$ cat src/rtl/pipe_pkg.sv
// Shared types and constants for the pipeline controller: FSM state encoding,
// next-PC select encodings and the default drain depth.
package pipe_pkg;

    localparam int DRAIN_CYCLES_DEF = 2;
    localparam int CNT_W            = 3;

    localparam logic [1:0] PCSEL_INC = 2'b00;
    localparam logic [1:0] PCSEL_BR  = 2'b01;
    localparam logic [1:0] PCSEL_VEC = 2'b10;

    typedef enum logic [2:0] {
        ST_IDLE       = 3'd0,
        ST_DRAIN      = 3'd1,
        ST_SAVE_PC    = 3'd2,
        ST_SAVE_FLAGS = 3'd3,
        ST_VECTOR     = 3'd4
    } state_e;

endpackage

$ cat src/rtl/pipe_ctrl_if.sv
// Bundle between the datapath/hazard logic (master) and pipe_ctrl (slave).
// PIPE_CTRL_PERF_EN adds the stall_cnt performance counter.
interface pipe_ctrl_if;
    import pipe_pkg::*;

    // Requests are level signals sampled every cycle; controls are valid in the
    // same cycle they are asserted and carry no handshake of their own.
    logic       hdu_stall;
    logic       branch_taken;
    logic       intr_req;
    logic       rti_ex;

    logic       pc_stall;
    logic       if_id_stall;
    logic       if_id_flush;
    logic       id_ex_flush;
    logic [1:0] pc_sel;
    logic       push_pc;
    logic       push_flags;
    logic       int_ack;
    logic       in_isr;
    state_e     state;
`ifdef PIPE_CTRL_PERF_EN
    logic [15:0] stall_cnt;
`endif

    modport master (
        output hdu_stall, branch_taken, intr_req, rti_ex,
`ifdef PIPE_CTRL_PERF_EN
        input  stall_cnt,
`endif
        input  pc_stall, if_id_stall, if_id_flush, id_ex_flush, pc_sel,
        input  push_pc, push_flags, int_ack, in_isr, state
    );

    modport slave (
        input  hdu_stall, branch_taken, intr_req, rti_ex,
`ifdef PIPE_CTRL_PERF_EN
        output stall_cnt,
`endif
        output pc_stall, if_id_stall, if_id_flush, id_ex_flush, pc_sel,
        output push_pc, push_flags, int_ack, in_isr, state
    );

endinterface

$ cat src/rtl/pipe_drain_cnt.sv
// Down-counter that times the pipeline drain before interrupt state save.
// Load has priority over decrement; the count holds at zero.
module pipe_drain_cnt
    import pipe_pkg::*;
(
    input  logic             clk,
    input  logic             rst_n,
    input  logic             load,
    input  logic [CNT_W-1:0] load_val,
    input  logic             dec,
    output logic             zero
);

    logic [CNT_W-1:0] cnt;

    always_ff @(posedge clk or negedge rst_n) begin
        if (!rst_n) begin
            cnt <= '0;
        end else if (load) begin
            cnt <= load_val;
        end else if (dec && (cnt != '0)) begin
            cnt <= cnt - CNT_W'(1);
        end
    end

    assign zero = (cnt == '0);

endmodule

$ cat src/rtl/pipe_ctrl.sv
// Pipeline stall/flush/interrupt-entry controller.
// Define PIPE_CTRL_PERF_EN to add the saturating stall_cnt counter.
module pipe_ctrl
    import pipe_pkg::*;
#(
    parameter int DRAIN_CYCLES = DRAIN_CYCLES_DEF
)
(
    input  logic          clk,
    input  logic          rst_n,
    pipe_ctrl_if.slave    bus
);

    state_e     state;
    logic       in_isr;
    logic       run;
    logic       cnt_zero;
    logic       accept;
    logic       drain_dec;

    logic       pc_stall;
    logic       if_id_stall;
    logic       if_id_flush;
    logic       id_ex_flush;
    logic [1:0] pc_sel;
    logic       push_pc;
    logic       push_flags;
    logic       int_ack;

    // run stays low until the first edge after reset release, so an interrupt
    // already pending at release is not taken on that edge.
    assign accept = (state == ST_IDLE) && run && bus.intr_req && !in_isr &&
                    !bus.branch_taken && !bus.hdu_stall;

    assign drain_dec = (state == ST_DRAIN);

    pipe_drain_cnt u_drain_cnt (
        .clk      (clk),
        .rst_n    (rst_n),
        .load     (accept),
        .load_val (CNT_W'(DRAIN_CYCLES - 1)),
        .dec      (drain_dec),
        .zero     (cnt_zero)
    );

    always_ff @(posedge clk or negedge rst_n) begin
        if (!rst_n) begin
            state  <= ST_IDLE;
            in_isr <= 1'b0;
            run    <= 1'b0;
        end else begin
            run <= 1'b1;
            case (state)
                ST_IDLE: begin
                    if (bus.rti_ex) in_isr <= 1'b0;
                    if (accept)     state  <= ST_DRAIN;
                end
                // A branch resolving in the last drain cycle buys one more drain cycle.
                ST_DRAIN:      if (cnt_zero && !bus.branch_taken) state <= ST_SAVE_PC;
                ST_SAVE_PC:    state <= ST_SAVE_FLAGS;
                ST_SAVE_FLAGS: state <= ST_VECTOR;
                ST_VECTOR: begin
                    in_isr <= 1'b1;
                    state  <= ST_IDLE;
                end
                default:       state <= ST_IDLE;
            endcase
        end
    end

    // Gated by rst_n so every control is forced low while reset is held,
    // even if requests are active.
    always_comb begin
        pc_stall    = 1'b0;
        if_id_stall = 1'b0;
        if_id_flush = 1'b0;
        id_ex_flush = 1'b0;
        pc_sel      = PCSEL_INC;
        push_pc     = 1'b0;
        push_flags  = 1'b0;
        int_ack     = 1'b0;
        if (rst_n) begin
            case (state)
                ST_IDLE: begin
                    if (bus.branch_taken) begin
                        if_id_flush = 1'b1;
                        id_ex_flush = 1'b1;
                        pc_sel      = PCSEL_BR;
                    end else if (bus.hdu_stall) begin
                        pc_stall    = 1'b1;
                        if_id_stall = 1'b1;
                        id_ex_flush = 1'b1;
                    end
                end
                ST_DRAIN: begin
                    pc_stall    = 1'b1;
                    if_id_flush = 1'b1;
                    id_ex_flush = bus.branch_taken;
                end
                ST_SAVE_PC: begin
                    pc_stall = 1'b1;
                    push_pc  = 1'b1;
                end
                ST_SAVE_FLAGS: begin
                    pc_stall   = 1'b1;
                    push_flags = 1'b1;
                end
                ST_VECTOR: begin
                    pc_sel      = PCSEL_VEC;
                    int_ack     = 1'b1;
                    if_id_flush = 1'b1;
                end
                default: ;
            endcase
        end
    end

`ifdef PIPE_CTRL_PERF_EN
    logic [15:0] stall_cnt;

    always_ff @(posedge clk or negedge rst_n) begin
        if (!rst_n) begin
            stall_cnt <= '0;
        end else if (pc_stall && (stall_cnt != 16'hFFFF)) begin
            stall_cnt <= stall_cnt + 16'd1;
        end
    end

    assign bus.stall_cnt = stall_cnt;
`endif

    assign bus.pc_stall    = pc_stall;
    assign bus.if_id_stall = if_id_stall;
    assign bus.if_id_flush = if_id_flush;
    assign bus.id_ex_flush = id_ex_flush;
    assign bus.pc_sel      = pc_sel;
    assign bus.push_pc     = push_pc;
    assign bus.push_flags  = push_flags;
    assign bus.int_ack     = int_ack;
    assign bus.in_isr      = in_isr;
    assign bus.state       = state;

endmodule

$ cat src/flat_wrapper.sv
// flat-port wrapper written by rule: the top's interface ports become plain ports
module pipe_ctrl_flat import pipe_pkg::*;
#(
    parameter int DRAIN_CYCLES = DRAIN_CYCLES_DEF
)
  (clk, rst_n, bus_hdu_stall, bus_branch_taken, bus_intr_req, bus_rti_ex, bus_pc_stall, bus_if_id_stall, bus_if_id_flush, bus_id_ex_flush, bus_pc_sel, bus_push_pc, bus_push_flags, bus_int_ack, bus_in_isr, bus_state);
  pipe_ctrl_if bus_i ();
  input  logic clk;
  input  logic rst_n;
  input wire logic [$bits(bus_i.hdu_stall)-1:0] bus_hdu_stall;
  input wire logic [$bits(bus_i.branch_taken)-1:0] bus_branch_taken;
  input wire logic [$bits(bus_i.intr_req)-1:0] bus_intr_req;
  input wire logic [$bits(bus_i.rti_ex)-1:0] bus_rti_ex;
  output wire logic [$bits(bus_i.pc_stall)-1:0] bus_pc_stall;
  output wire logic [$bits(bus_i.if_id_stall)-1:0] bus_if_id_stall;
  output wire logic [$bits(bus_i.if_id_flush)-1:0] bus_if_id_flush;
  output wire logic [$bits(bus_i.id_ex_flush)-1:0] bus_id_ex_flush;
  output wire logic [$bits(bus_i.pc_sel)-1:0] bus_pc_sel;
  output wire logic [$bits(bus_i.push_pc)-1:0] bus_push_pc;
  output wire logic [$bits(bus_i.push_flags)-1:0] bus_push_flags;
  output wire logic [$bits(bus_i.int_ack)-1:0] bus_int_ack;
  output wire logic [$bits(bus_i.in_isr)-1:0] bus_in_isr;
  output wire logic [$bits(bus_i.state)-1:0] bus_state;
  assign bus_i.hdu_stall = bus_hdu_stall;
  assign bus_i.branch_taken = bus_branch_taken;
  assign bus_i.intr_req = bus_intr_req;
  assign bus_i.rti_ex = bus_rti_ex;
  assign bus_pc_stall = bus_i.pc_stall;
  assign bus_if_id_stall = bus_i.if_id_stall;
  assign bus_if_id_flush = bus_i.if_id_flush;
  assign bus_id_ex_flush = bus_i.id_ex_flush;
  assign bus_pc_sel = bus_i.pc_sel;
  assign bus_push_pc = bus_i.push_pc;
  assign bus_push_flags = bus_i.push_flags;
  assign bus_int_ack = bus_i.int_ack;
  assign bus_in_isr = bus_i.in_isr;
  assign bus_state = bus_i.state;
  pipe_ctrl #(.DRAIN_CYCLES(DRAIN_CYCLES)) u_core (.clk(clk), .rst_n(rst_n), .bus(bus_i));
endmodule
$ cat config.mk
export PLATFORM = sky130hd
export DESIGN_NAME = pipe_ctrl_flat
export DESIGN_NICKNAME = d
export VERILOG_FILES = /design/src/rtl/pipe_pkg.sv /design/src/rtl/pipe_ctrl_if.sv /design/src/rtl/pipe_drain_cnt.sv /design/src/rtl/pipe_ctrl.sv /design/src/flat_wrapper.sv
export SDC_FILE = /design/constraint.sdc
export NUM_CORES = 1
export LEC_CHECK = 0
export CAP_MARGIN = 20
export CELL_PAD_IN_SITES_DETAIL_PLACEMENT = 0
export CELL_PAD_IN_SITES_GLOBAL_PLACEMENT = 1
export CORE_UTILIZATION = 33
export DETAILED_ROUTE_END_ITERATION = 8
export PLACE_DENSITY_LB_ADDON = 0.1
export REMOVE_ABC_BUFFERS = 1
export SLEW_MARGIN = 20
export SYNTH_ARGS = -nofsm -noshare
export SYNTH_HDL_FRONTEND = slang
export SYNTH_HIERARCHICAL = 1
export SYNTH_SLANG_ARGS = --single-unit
$ cat constraint.sdc
create_clock -name clk -period 5.99 [get_ports clk]
set_clock_uncertainty 0.2 [all_clocks]
set_input_delay 0.599 -clock clk [delete_from_list [all_inputs] [get_ports clk]]
set_output_delay 0.599 -clock clk [all_outputs]
set_load 0.01 [all_outputs]
Word-level counts from Yosys, hierarchy flattened

Cells that the tools add are included.

Add/sub/neg operators: 1
Equal/unequal tests: 7
Multiplexer cells: 28
Reductions and logical operators: 19

Operators with widths:

| kind                                                   | count |
|---|---|
| 2-to-1 mux 1 bit                                       | 17 |
| 2-to-1 mux 3 bit                                       | 4 |
| one-hot mux 3 bit (4 select lines)                     | 1 |
| one-hot mux 1 bit (2 select lines)                     | 4 |
| logical AND 1 bit                                      | 7 |
| == test 3 x 2 -> 1 bit (second input constant)         | 2 |
| logical NOT 3 bit                                      | 2 |
| inequality test 2 x 1 -> 1 bit (second input constant) | 2 |
| one-hot mux 2 bit (2 select lines)                     | 1 |
| AND reduction 2 bit                                    | 2 |
| nonzero test 2 bit                                     | 2 |
| == test 3 x 1 -> 1 bit (second input constant)         | 1 |
| == test 3 bit (second input constant)                  | 1 |
| logical NOT 1 bit                                      | 3 |
| nonzero test 3 bit                                     | 1 |
| OR reduction 3 bit                                     | 1 |
| subtractor 3 x 1 -> 3 bit (second input constant)      | 1 |
| 2-to-1 mux 2 bit                                       | 1 |
| inequality test 2 bit (second input constant)          | 1 |
| OR reduction 2 bit                                     | 1 |

Register bits: 8
Bits of input ports: 6
Output and inout bits: 13
Word-level logic and storage cells: 59

Longest topological paths before layout

Gate-level depths: netlist of the first run.

Depth in word-level cells: 8
Gate-level depth with buffers: 6
Gate-level depth less buffers: 6

Cells and area by module

The synthesis of the first run kept the hierarchy.

By module, submodules not included:

| module         | instances | cells each | area each (sq um) | seq. area each (sq um) |
|---|---|---|---|---|
| pipe_ctrl      | 1         | 41         | 337.8             | 125.1 |
| pipe_drain_cnt | 1         | 19         | 190.2             | 75.1 |

Worst setup path before layout of the first run

No wires, ideal clock.

Path type: input port to flip-flop
Start point: in bus_hdu_stall
End point: reg u_core.u_drain_cnt.cnt[1]
Library setup time: 161 ps
Arrival time: 2007 ps
Required time: 5629 ps
Slack: 3622 ps
Cell stages on the path: 4
Path buffers: 0
Cell sequence: or4_4 -> nor4_1 -> or4b_1 -> o311ai_1

Longest elaborated chain between the ends: 3
Elaborated cells between the ends (all ways): 4
Classes of those cells: mux (1); reduce/logical (3)

RTL lines:

| what                                                          | RTL line             | text |
|---|---|---|
| from (decl)                                                   | flat_wrapper.sv:10   | `input wire logic [$bits(bus_i.hdu_stall)-1:0] bus_hdu_stall;` |
| logical NOT 1 bit *                                           | pipe_ctrl.sv:33      | `!bus.branch_taken && !bus.hdu_stall;` |
| logical AND 1 bit *                                           | pipe_ctrl.sv:33      |  |
| via u_core.accept                                             | pipe_ctrl.sv:18      | `logic accept;` |
| 2-to-1 mux 3 bit / nonzero test 2 bit (equally long branches) | -                    |  |
| to (signal assigned)                                          | pipe_drain_cnt.sv:20 | `cnt <= load_val;` |
| to (signal assigned)                                          | pipe_drain_cnt.sv:22 | `cnt <= cnt - CNT_W'(1);` |
| to (decl)                                                     | pipe_drain_cnt.sv:14 | `logic [CNT_W-1:0] cnt;` |

The timed path passes the listed nets; every way through them passes the cells marked *.
A chain may end at the register's enable or synchronous reset.

Final worst setup path of the first run

Start point: in rst_n
End point: out bus_pc_sel[0]

Longest elaborated chain between the ends: 1

RTL lines:

| what             | RTL line           | text |
|---|---|---|
| from (decl)      | flat_wrapper.sv:9  | `input logic rst_n;` |
| 2-to-1 mux 2 bit | pipe_ctrl.sv:82    | `if (rst_n) begin` |
| to (decl)        | flat_wrapper.sv:18 | `output wire logic [$bits(bus_i.pc_sel)-1:0] bus_pc_sel;` |

No other way between the ends.

==> results of run 1 <==
-- logic make-up (layout without fill, tap and decap cells) --
kind of cell / count (synthesis) / count (layout) / share of synthesized area, %
fa+ha+maj: 2 / 2 / 4.739
buf+inv: 8 / 26 / 7.345
flops: 8 / 8 / 37.91
other cells: 2 / 4 / 1.422
simple gates: 30 / 30 / 33.65
compound gates: 10 / 10 / 14.93
-- synth_stat cells --
library cell,number
nor2b_1,1
and3_1,2
nand2_1,7
or4_4,1
nor2_1,3
nor3_1,4
buf_4,2
or4b_1,3
nand2b_1,4
o311ai_1,2
o211ai_1,1
nand3b_1,1
a21oi_1,4
ha_1,2
a22o_2,1
buf_2,1
dfrtp_1,8
or3_1,1
conb_1,2
a2111oi_0,1
nor4b_1,1
inv_1,5
nor4_1,2
a221oi_2,1
-- metal layers --
layer | global-route usage, % | routed length [um]
met1 | 22.80 | 630
met2 | 21.56 | 462
met3 | 6.466 | 85
met4 | 5.806 | 9
met5 | 0 | 0
-- flip-flops by register name, indices dropped and copies added (netlist names) --
name / cells
u_core/u_drain_cnt/cnt: 3
u_core/bus.in_isr: 1
u_core/run: 1
u_core/bus.state: 3
-- metrics by stage --
step / cell area [sq um] / hold slack, ps / instances / util, %
CTS: 738.2 / 350.4 / 96 / 49.00
finish: 744.5 / 339.9 / 96 / 49.42
floorplan: 515.5 / 103.4 / 59 / -
global route: 744.5 / 358.3 / 96 / 49.42
global placement: 715.7 / 329.3 / 93 / 47.51
detailed placement: 715.7 / 329.1 / 93 / 47.51
-- worst reg2reg max path, cell delays in order (launching register included) --
cell	delay (ps)
dfrtp_1	390
or4_4	560
nor4_2	500
or4b_1	230
o311ai_1	90
-- final timing paths --
kind	startpoint	to	slack [ps]	cells past startpoint
setup / recovery	rst_n	bus_pc_sel[0]	2690	4
hold / removal	u_core/bus.in_isr$_DFFE_PN0P_	u_core/bus.in_isr$_DFFE_PN0P_	340	1
setup reg to reg	u_core/bus.in_isr$_DFFE_PN0P_	u_core/u_drain_cnt/cnt[1]$_DFFE_PN0P_	3860	4
hold reg to reg	u_core/bus.in_isr$_DFFE_PN0P_	u_core/bus.in_isr$_DFFE_PN0P_	340	1
max in group asynchronous	rst_n	u_core/u_drain_cnt/cnt[1]$_DFFE_PN0P_	4790	1
min in group asynchronous	rst_n	u_core/bus.in_isr$_DFFE_PN0P_	470	1
-- cell type report --
type | count | area, sq um | share of cell area [%]
Multi-Input combinational cell | 46 | 302.8 | 40.67
Sequential cell | 8 | 200.2 | 26.89
Timing Repair Buffer | 18 | 180.2 | 24.20
Clock buffer | 3 | 22.52 | 3.025
Tap cell | 16 | 20.02 | 2.689
Inverter | 5 | 18.77 | 2.521
-- where the power goes --
part | total, mW | switching [mW] | internal (mW)
combinational | 0.145 | 0.0681 | 0.0770
sequential | 0.101 | 0.0278 | 0.0732
clock | 0.0425 | 0.0195 | 0.0230
total | 0.289 | 0.115 | 0.173
==> flow_metrics.tcl, run 1 <==
set metrics [dict create \
    relSlewSlack_pct 56.72 \
    gp_congestion 0.7411 \
    totalWireLength_mm 1.188 \
    post_cts_buffers 0 \
    start_util_pct 35.05 \
    status "finished clean" \
    cts.clk_slew.worst_paths_ps 60 \
    fp-row-count 14 \
    cts_resized 0 \
    dp_hpwl_um 858.3 \
    drt-pass1-iter-count 4 \
    synthesis.area_sq_um 528.0 \
    numPortBuffers 18 \
    clk_latency_ps 260 \
    io_pins 19 \
    drive_above_1_share_pct 8.750 \
    worst-path-max-fanout 12 \
    critical-path-top-delay-family "buffers and inverters" \
    final_common_cell "clkdlybuf4s50_1" \
    n_antenna_cell 0 \
    hold_viol_final 0 \
    critPathKind "in -> out" \
    power_density_mw_per_mm2 387.7 \
    final.min_clock_period_ps 3304 \
    yosysTopAreaCell "dfrtp_1" \
    synth.area.top_cells "dfrtp_1 (38%), or4b_1 (5.7%), nand2_1 (5.0%), ha_1 (4.7%), nand2b_1 (4.7%)" \
    max_freq_mhz 302.6 \
    ctsRootBufferMaster "clkbuf_4" \
    grt_use_total_pct 15.99 \
    rsz0062_at_grt "false" \
    drv_slew 0 \
    dieHeight_um 42 \
    via_count 509 \
    final_cell_mix "clkdlybuf4s50_1 (18), dfrtp_1 (8), nand2_1 (7)" \
    slowest_delay_ps 770 \
    cts_tree "done" \
    overflow 0 \
    antenna_found_initial 0 \
    hold_path_class "reg -> reg" \
    holdBufCountCts 0 \
    nets 90 \
    dr.first_iter.drc_count 9 \
    synth_cell_types 24 \
    core-area_sq_mm 0.001506 \
    dp_slack_ps 2676 \
    drc 0 \
    maxCapViolCount 0 \
    tightest_slew_ps 643.8 \
    synth-seq-cells 8 \
    htree_levels 1 \
    grt_start_max_net_pins 14 \
    ys_seq_area_share_pct 37.91 \
    dieArea_sq_mm 0.001764 \
    fillers 158 \
    syn_to_final_growth_pct 41.00 \
    p_total_uw 288.6 \
    setup_viol 0 \
    routed_via_density 5.302 \
    cp.arrival_ps 2510 \
    finalSetupTns_ps 0 \
    cts_sinks 8 \
    end_kind "output pin" \
    numCtsBuffers 3 \
    grt_pass1_vias 473 \
    cts_buffer_depth 2 \
    die_w_um 42 \
    path_cells "clkdlybuf4s50_1 -> nand2b_1 -> nor4b_1 -> clkdlybuf4s50_1" \
    avgSynthCellArea_sq_um 8.800 \
    fin_ws_ps 2686 \
    fin_crit_sh_pct 55.16 \
    cp.required_ps 5190 \
    netlist.area_leader.share_pct 37.91 \
    wl_per_cell_um 12.38 \
    path_common_cell "clkdlybuf4s50_1" \
    cp-start-kind "input pin" \
    grt_pass1_wl_mm 2.090 \
    ir_drop_mv 0.2173 \
    total_leakage_power_nw 0.3117 \
    slowest_stage "clkdlybuf4s50_1" \
    ys_warn_count 6 \
    ant_nets 0 \
    crit_buf_inv 2 \
    syn_inst 60 \
]
Note: power is estimated with default switching activity, not from simulation.
==> inputs of run 2 (changes only) <==
--- a/config.mk
+++ b/config.mk
@@ -8,7 +8,7 @@
 export CAP_MARGIN = 20
 export CELL_PAD_IN_SITES_DETAIL_PLACEMENT = 0
 export CELL_PAD_IN_SITES_GLOBAL_PLACEMENT = 1
-export CORE_UTILIZATION = 33
+export CORE_UTILIZATION = 30
 export DETAILED_ROUTE_END_ITERATION = 8
 export PLACE_DENSITY_LB_ADDON = 0.1
 export REMOVE_ABC_BUFFERS = 1
==> constraint.sdc (replaced) <==
create_clock -name clk -period 3.15 [get_ports clk]
set_clock_uncertainty 0.2 [all_clocks]
set_input_delay 0.315 -clock clk [delete_from_list [all_inputs] [get_ports clk]]
set_output_delay 0.315 -clock clk [all_outputs]
set_load 0.01 [all_outputs]
==> flow_metrics.tcl, run 2 (synthesis results as in run 1) <==
set metrics [dict create \
    routed_via_density 5.082 \
    final.min_clock_period_ps 2541 \
    maxCapViolCount 0 \
    cp-start-kind "input pin" \
    total_leakage_power_nw 0.3211 \
    io_pins 19 \
    hold_path_class "in -> async" \
    drc 0 \
    drv_slew 0 \
    dieHeight_um 43.95 \
    cts_resized 0 \
    totalWireLength_mm 1.194 \
    start_util_pct 33.49 \
    ctsRootBufferMaster "clkbuf_4" \
    ir_drop_mv 0.3516 \
    clk_latency_ps 250 \
    cts.clk_slew.worst_paths_ps 60 \
    dr.first_iter.drc_count 14 \
    dp_slack_ps 576.4 \
    utilization_pct 47.78 \
    largestRegisters "u_core/bus.state x3, u_core/u_drain_cnt/cnt x3" \
    core-area_sq_mm 0.001577 \
    cts_tree "done" \
    path_cells "clkdlybuf4s50_1 -> inv_1 -> a2111oi_0 -> clkdlybuf4s50_1" \
    grt_pass1_wl_mm 2.118 \
    holdBufCountCts 0 \
    path_common_cell "clkdlybuf4s50_1" \
    nets 92 \
    overflow 0 \
    crit_buf_inv 3 \
    cp.arrival_ps 2030 \
    via_count 498 \
    worst-path-max-fanout 7 \
    critPathKind "in -> out" \
    final_common_cell "clkdlybuf4s50_1" \
    cts_buffer_depth 2 \
    whs_ps 104.5 \
    status "finished clean" \
    p_total_uw 544.4 \
    grt_start_max_net_pins 14 \
    n_antenna_cell 0 \
    finalSetupTns_ps 0 \
    syn_to_final_growth_pct 42.65 \
    final_cell_mix "clkdlybuf4s50_1 (18), dfrtp_1 (8), nand2_1 (7)" \
    ant_nets 0 \
    drt-pass1-iter-count 6 \
    fillers 168 \
    grt_pass1_vias 470 \
    antenna_found_initial 0 \
    critical-path-top-delay-family "buffers and inverters" \
    power_density_mw_per_mm2 722.8 \
    grt_use_total_pct 15.32 \
    post_cts_buffers 0 \
    numPortBuffers 18 \
    fin_crit_sh_pct 80.66 \
    drive_above_1_share_pct 9.756 \
    setup_viol 0 \
    fin_ws_ps 609.1 \
    rsz0062_at_grt "false" \
    fp-row-count 14 \
    slowest_stage "clkdlybuf4s50_1" \
    end_kind "output pin" \
    dp_hpwl_um 912.4 \
    numCtsBuffers 3 \
    die_w_um 43.95 \
    htree_levels 1 \
    dieArea_sq_mm 0.001932 \
    gp_congestion 0.7194 \
    cts_sinks 8 \
    hold_viol_final 0 \
    wl_per_cell_um 12.18 \
    max_freq_mhz 393.6 \
    cp.required_ps 2630 \
    slowest_delay_ps 620 \
]
## run 2: final timing paths
path / startpoint / end / slack (ps) / cells after the start
max: rst_n / bus_if_id_flush / 610 / 4
min: rst_n / u_core/u_drain_cnt/cnt[0]$_DFFE_PN0P_ / 100 / 1
max reg2reg: u_core/bus.in_isr$_DFFE_PN0P_ / u_core/u_drain_cnt/cnt[2]$_DFFE_PN0P_ / 1260 / 5
min reg2reg: u_core/bus.in_isr$_DFFE_PN0P_ / u_core/bus.in_isr$_DFFE_PN0P_ / 350 / 1
max in group asynchronous: rst_n / u_core/u_drain_cnt/cnt[2]$_DFFE_PN0P_ / 2260 / 2
min in group clk: u_core/bus.in_isr$_DFFE_PN0P_ / u_core/bus.in_isr$_DFFE_PN0P_ / 350 / 1
## run 2: area by class of cell
type                            count  area [sq um]  area share [%]
Multi-Input combinational cell     46         296.5           39.37
Sequential cell                     8         200.2           26.58
Timing Repair Buffer               20         195.2           25.91
Clock buffer                        3         22.52           2.990
Tap cell                           16         20.02           2.658
Inverter                            5         18.77           2.492
## run 2: power breakdown
group | leakage, nW | switching, mW | internal, mW
Clock | 0.0138 | 0.0323 | 0.0434
Combinational | 0.205 | 0.131 | 0.148
Sequential | 0.103 | 0.0507 | 0.139
## run 2: per-layer routing
metal,up-vias,routed length (um),GRT usage (%),part of all wire [%]
met4,0,0,3.636,0
li1,260,-,-,-
met1,224,671,22.22,56
met5,-,0,0,0
met3,0,45,6.250,3.8
met2,14,477,21.19,40
## run 2: metrics by stage
step / cell area (sq um) / cells
floorplan: 515.5 / 59
global placement: 730.7 / 95
CTS: 753.2 / 98
detailed placement: 730.7 / 95
finish: 753.2 / 98
global route: 753.2 / 98
## run 2: worst register-to-register path, delay by kind of cell (launching register included)
kind / cells / cell delay (ps)
AND/OR/NAND/NOR: 3 / 870
flip-flops: 1 / 400
buffers and inverters: 1 / 200
AO/OA/AOI/OAI: 1 / 90
